## src/rtl/pipe_ctrl.sv

```systemverilog
// -----------------------------------------------------------------------------
// pipe_ctrl -- pipeline hazard/exception controller with run-state FSM and
// saturating performance counters for a five-stage Y86-style pipeline.
//
// Parameters
//   FLUSH_CYCLES : cycles spent bubbling the pipeline after reset
//   CNT_W        : width of each performance counter
//
// Ports
//   clk, rst                     : clock, synchronous active-high reset
//   start                        : pulse, leaves IDLE for RUN (ignored elsewhere)
//   D/E/M/W_icode                : icode held in each pipeline register
//   d_srcA, d_srcB               : decode source registers (4'hF = none)
//   E_dstM                       : execute-stage load destination
//   e_cnd                        : execute-stage condition result
//   m_stat, W_stat               : one-hot stat codes (AOK/HLT/ADR/INS)
//   F_stall .. W_stall           : stage stall/bubble controls
//   state                        : FLUSH=0, IDLE=1, RUN=2, HALTED=3
//   cpu_stat                     : status latched when the pipeline halts
//   cycle_cnt/retire_cnt/stall_cnt : saturating counters, advance only in RUN
//
// There is no input handshake: every control is a combinational function of
// the current state and the stage inputs in the same cycle.
// -----------------------------------------------------------------------------
module pipe_ctrl #(
  parameter int FLUSH_CYCLES = 4,
  parameter int CNT_W        = 32
) (
  input  logic             clk,
  input  logic             rst,
  input  logic             start,
  input  logic [3:0]       D_icode,
  input  logic [3:0]       E_icode,
  input  logic [3:0]       M_icode,
  input  logic [3:0]       W_icode,
  input  logic [3:0]       d_srcA,
  input  logic [3:0]       d_srcB,
  input  logic [3:0]       E_dstM,
  input  logic             e_cnd,
  input  logic [3:0]       m_stat,
  input  logic [3:0]       W_stat,
  output logic             F_stall,
  output logic             D_stall,
  output logic             D_bubble,
  output logic             E_bubble,
  output logic             M_bubble,
  output logic             W_stall,
  output logic [1:0]       state,
  output logic [3:0]       cpu_stat,
  output logic [CNT_W-1:0] cycle_cnt,
  output logic [CNT_W-1:0] retire_cnt,
  output logic [CNT_W-1:0] stall_cnt
);

  typedef enum logic [1:0] {
    ST_FLUSH  = 2'd0,
    ST_IDLE   = 2'd1,
    ST_RUN    = 2'd2,
    ST_HALTED = 2'd3
  } state_e;

  localparam logic [3:0] STAT_AOK = 4'b1000;
  localparam logic [3:0] STAT_HLT = 4'b0100;
  localparam logic [3:0] STAT_ADR = 4'b0010;
  localparam logic [3:0] STAT_INS = 4'b0001;
  localparam logic [3:0] REG_NONE = 4'hF;

  localparam int          FW         = (FLUSH_CYCLES > 1) ? $clog2(FLUSH_CYCLES) : 1;
  localparam logic [FW-1:0] FLUSH_LAST = FW'((FLUSH_CYCLES > 0) ? FLUSH_CYCLES - 1 : 0);

  state_e           state_q, state_d;
  logic [FW-1:0]    flush_q, flush_d;
  logic [3:0]       cpu_stat_q, cpu_stat_d;
  logic [CNT_W-1:0] cycle_q, cycle_d;
  logic [CNT_W-1:0] retire_q, retire_d;
  logic [CNT_W-1:0] stall_q, stall_d;

  logic loaduse, retp, mispred, w_exc, m_exc;

  function automatic logic [CNT_W-1:0] sat_inc(input logic [CNT_W-1:0] v);
    return (&v) ? v : v + CNT_W'(1);
  endfunction

  // Hazard terms, only consumed while in RUN.
  always_comb begin
    loaduse = ((E_icode == 4'h5) || (E_icode == 4'hB)) && (E_dstM != REG_NONE) &&
              ((E_dstM == d_srcA) || (E_dstM == d_srcB));
    retp    = (D_icode == 4'h9) || (E_icode == 4'h9) || (M_icode == 4'h9);
    mispred = (E_icode == 4'h7) && !e_cnd;
    m_exc   = (m_stat == STAT_HLT) || (m_stat == STAT_ADR) || (m_stat == STAT_INS);
    w_exc   = (W_stat == STAT_HLT) || (W_stat == STAT_ADR) || (W_stat == STAT_INS);
  end

  // State register
  always_ff @(posedge clk) begin
    if (rst) begin
      state_q    <= ST_FLUSH;
      flush_q    <= '0;
      cpu_stat_q <= STAT_AOK;
      cycle_q    <= '0;
      retire_q   <= '0;
      stall_q    <= '0;
    end else begin
      state_q    <= state_d;
      flush_q    <= flush_d;
      cpu_stat_q <= cpu_stat_d;
      cycle_q    <= cycle_d;
      retire_q   <= retire_d;
      stall_q    <= stall_d;
    end
  end

  // Next-state logic
  always_comb begin
    state_d    = state_q;
    flush_d    = '0;
    cpu_stat_d = cpu_stat_q;
    unique case (state_q)
      ST_FLUSH: begin
        if (flush_q == FLUSH_LAST) state_d = ST_IDLE;
        else                       flush_d = flush_q + FW'(1);
      end
      ST_IDLE: if (start) state_d = ST_RUN;
      ST_RUN: begin
        // Any non-AOK status reaching write-back ends execution.
        if (W_stat != STAT_AOK) begin
          state_d    = ST_HALTED;
          cpu_stat_d = W_stat;
        end
      end
      ST_HALTED: state_d = ST_HALTED;
      default:   state_d = ST_FLUSH;
    endcase
  end

  // Output logic
  always_comb begin
    F_stall  = 1'b0;
    D_stall  = 1'b0;
    D_bubble = 1'b0;
    E_bubble = 1'b0;
    M_bubble = 1'b0;
    W_stall  = 1'b0;
    unique case (state_q)
      ST_FLUSH, ST_IDLE: begin
        F_stall  = 1'b1;
        D_bubble = 1'b1;
        E_bubble = 1'b1;
        M_bubble = 1'b1;
      end
      ST_RUN: begin
        // Load-use wins over ret in decode: the stalled instruction must stay
        // in D, so it cannot also be bubbled.
        F_stall  = loaduse || retp;
        D_stall  = loaduse;
        D_bubble = mispred || (retp && !loaduse);
        E_bubble = mispred || loaduse;
        M_bubble = m_exc || w_exc;
        W_stall  = (W_stat != STAT_AOK);
      end
      ST_HALTED: begin
        F_stall  = 1'b1;
        D_stall  = 1'b1;
        E_bubble = 1'b1;
        M_bubble = 1'b1;
        W_stall  = 1'b1;
      end
      default: ;
    endcase
  end

  // Performance counters: advance only for cycles spent in RUN.
  always_comb begin
    cycle_d  = cycle_q;
    retire_d = retire_q;
    stall_d  = stall_q;
    if (state_q == ST_RUN) begin
      cycle_d = sat_inc(cycle_q);
      if ((W_stat == STAT_AOK) && (W_icode != 4'h1)) retire_d = sat_inc(retire_q);
      if (F_stall || D_bubble || E_bubble)           stall_d  = sat_inc(stall_q);
    end
  end

  assign state      = state_q;
  assign cpu_stat   = cpu_stat_q;
  assign cycle_cnt  = cycle_q;
  assign retire_cnt = retire_q;
  assign stall_cnt  = stall_q;

endmodule

```

## config.mk

```make
export PLATFORM = sky130hd
export DESIGN_NAME = pipe_ctrl
export DESIGN_NICKNAME = d
export VERILOG_FILES = /design/src/rtl/pipe_ctrl.sv
export SDC_FILE = /design/constraint.sdc
export NUM_CORES = 1
export LEC_CHECK = 0
export BUFFER_PORTS_ARGS = -buffer_cell sky130_fd_sc_hd__buf_2
export CAP_MARGIN = 10
export CORE_UTILIZATION = 52
export CTS_CLUSTER_DIAMETER = 30
export CTS_CLUSTER_SIZE = 14
export DETAILED_ROUTE_END_ITERATION = 8
export PLACE_DENSITY = 0.8
export SETUP_SLACK_MARGIN = 0.1
export SLEW_MARGIN = 20
export SYNTH_ARGS = -nofsm -noshare
export SYNTH_HDL_FRONTEND = slang
export SYNTH_SLANG_ARGS = --single-unit
```

## constraint.sdc

```tcl
create_clock -name clk -period 2.5 [get_ports clk]
set_input_delay 0 -clock clk [delete_from_list [all_inputs] [get_ports clk]]
set_output_delay 0 -clock clk [all_outputs]
set_load 0.01 [all_outputs]
```

==> flow_summary.json <==
{
  "placed_area_sq_mm": 0.006048,
  "clockRootBuffer": "clkbuf_8",
  "clock_skew_ps": 9.317,
  "routedWlPerCell_um": 14.22,
  "rr_worst_depth": 6,
  "grt_pass1_wl_um": 20690,
  "outcome": "finished, final reports clean",
  "critPathCaptureType": "register",
  "r2r_slack_ps": 280,
  "synthFlopType": "dfxtp_1",
  "setup_viol": 0,
  "antenna_found_initial": 1,
  "regToRegEndpoint": "stall_cnt[27]",
  "portBuffers": 147,
  "yosysUniqueCellTypes": 51,
  "drv_slew": 0,
  "track_usage_pct": 25.06,
  "synth_edf_count": 0,
  "initialDrtViolationCount": 188,
  "timing.final.crit_share_pct": 88.73,
  "clk_pin_slew_ps": 100,
  "worst_pin_slew_ps": 761.6,
  "hold_viol": 0,
  "cts_buffer_depth": 2,
  "start_kind": "register",
  "grt_max_degree": 48,
  "leakage_nw": 2.525,
  "clk-insertion-delay-late_ps": 360,
  "ant_nets": 0,
  "synth_fp_nets": 673,
  "cts_max_level": 3,
  "ys_ff_latch": 104,
  "postSynthCellCount": 629,
  "swShare_pct": 25.36,
  "syn_to_final_growth_pct": 21.42,
  "critPathRequiredTime_ps": 2790,
  "power_frac_comb_pct": 8.8,
  "start_util_pct": 53.20,
  "syn_area_sq_mm": 0.005176,
  "synthTopCellsByArea": "dfxtp_1 (40%), xor2_1 (7.1%), nor2_1 (6.6%)",
  "final_nets": 818,
  "drive_gt1_share_pct": 23.01,
  "ir_drop_mv": 0.2859,
  "cts_tree": "done",
  "clock-sinks": 104,
  "dieWidth_um": 101.8,
  "p_per_area_mw_per_mm2": 465.4,
  "hold_path_class": "in2reg",
  "route.detailed.drc": 0,
  "crit_type": "reg2reg",
  "power_switching_w": 0.0007419,
  "yosys_warnings": 0,
  "max_slew_margin_pct": 48.89,
  "final_cell_area_sq_mm": 0.006285,
  "overflow": 0,
  "yosys-top-cells-count": "dfxtp_1 (104), nor2_1 (91), nand2_1 (47)",
  "first_pass_iters": 5,
  "ios": 148,
  "synth_top_area_share_pct": 40.22,
  "fmax_ghz": 0.4508,
  "cts_buffers": 9,
  "seq_area_frac_synth_pct": 40.22,
  "rsz0062_at_grt": "no",
  "crit_fanout": 10,
  "min_period_ps": 2218,
  "place_hpwl_um": 9538,
  "dieArea_sq_mm": 0.01036,
  "tns_ps": 0,
  "crit_path_end": "stall_cnt[27]",
  "worst-endpoint-arrival_ps": 2510,
  "async_reset_ff_share_pct": 0,
  "coreArea_sq_mm": 0.009729,
  "internal_power_w": 0.002183,
  "place_congestion": 0.8746,
  "grt_pass1_vias": 4515,
  "synthMostInstantiatedCell": "dfxtp_1",
  "viasPerCell": 5.604,
  "syn_avg_cell_area_sq_um": 8.229,
  "row_count": 36,
  "fp.dieH_um": 101.8,
  "vias": 5105,
  "routed_wl_um": 12950,
  "worstSetupStartpoint": "stall_cnt[10]",
  "worstReg2RegStart": "stall_cnt[10]",
  "pwr-share-clk_pct": 32.3,
  "maxCapViolations": 0,
  "yosys.area.top_type": "dfxtp_1",
  "seqPwrFrac_pct": 58.8,
  "antennaDiodeCount": 0
}
## area by class of cell
type / instances / area, sq um
clock buffers: 10 / 137.6
inverters: 8 / 30.03
fillers: 845 / 3445
clock inverters: 5 / 33.78
flip-flops and latches: 104 / 2082
multi-input cells: 493 / 2994
well taps: 133 / 166.4
repair buffers: 158 / 840.8
## through the flow
stage | utilization, % | hold WS (ps) | cells | power, W | setup WS, ps
detailed placement | 62.17 | 243.9 | 892 | 0.002015 | 184.2
floorplan | - | 124.4 | 629 | 0.001904 | 198.5
global route | 64.60 | 43.27 | 911 | 0.003041 | 109.6
CTS | 64.34 | 7.445 | 911 | 0.002951 | 110.2
finish | 64.60 | 21.39 | 911 | 0.002925 | 281.6
global placement | 62.17 | 229.7 | 892 | 0.002003 | 309.5
## power by group through the flow
stage               clock (W)  combinational [W]  sequential [W]
detailed placement          0           0.000255         0.00176
floorplan                   0           0.000152         0.00175
global route          0.00102           0.000292         0.00173
finish               0.000946           0.000258         0.00172
global placement            0           0.000246         0.00176
CTS                  0.000970           0.000259         0.00172
## worst max-delay path, cell delays in order (launching register included)
cell and delay, ps:
dfxtp_1 440, nand4_1 190, or2_1 320, nor3_1 320, nand2_1 270, or4_1 450, a21oi_1 160
## logic make-up (layout without fill, tap and decap cells)
kind of cell / count (synthesis) / in the layout / share of synthesized area, %
DFF: 104 / 104 / 40.22
muxes: 8 / 8 / 1.620
adders and majority gates: 4 / 4 / 0.9669
xor gates and xnor gates: 64 / 64 / 10.83
buffers and inverters: 32 / 181 / 2.417
and+or+nand+nor: 326 / 326 / 33.53
AOI/OAI and AO/OA: 91 / 91 / 10.42
## flip-flops by register name (all words and copies together) (netlist names)
signal,flops
cpu_stat,4
cycle_cnt,32
flush_q,2
retire_cnt,32
stall_cnt,32
state,2
## worst min-delay path by stage
stage / start / cells after the start / to
floorplan: start / 1 / state[0]
global placement: start / 2 / state[0]
detailed placement: start / 2 / state[0]
CTS: W_stat[3] / 3 / cpu_stat[3]
global route: W_stat[3] / 3 / cpu_stat[3]
finish: W_stat[3] / 3 / cpu_stat[3]
## placed cells by master (no fill, tap or decap), types with 10 or more instances in the layout
master / n
buf_2: 147
or3_1: 25
and3_1: 15
o21ai_0: 21
xnor2_1: 22
xor2_1: 42
dfxtp_1: 104
nor3_1: 13
nand2_1: 47
nand4_1: 34
nor2_1: 91
clkbuf_8: 10
o31ai_1: 10
or4_1: 11
nand3_1: 43
a21oi_1: 37
## repair_timing
action / 4_1_cts / 5_1_grt
endpoints found under the hold margin: 5 / 0
endpoints found under the setup margin: 0 / 4
gates resized for setup: 0 / 2
setup buffers: 0 / 0
hold buffers: 4 / 0
## layer usage
metal / part of all wire (%) / up-vias / GRT usage [%]
met2: 48 / 130 / 41.06
met4: 1.8 / 2 / 9.476
met3: 5.7 / 22 / 5.521
li1: - / 2545 / -
met1: 45 / 2406 / 32.23
met5: 0.10 / - / 0
No activity file was read; power rests on OpenSTA's default activity.
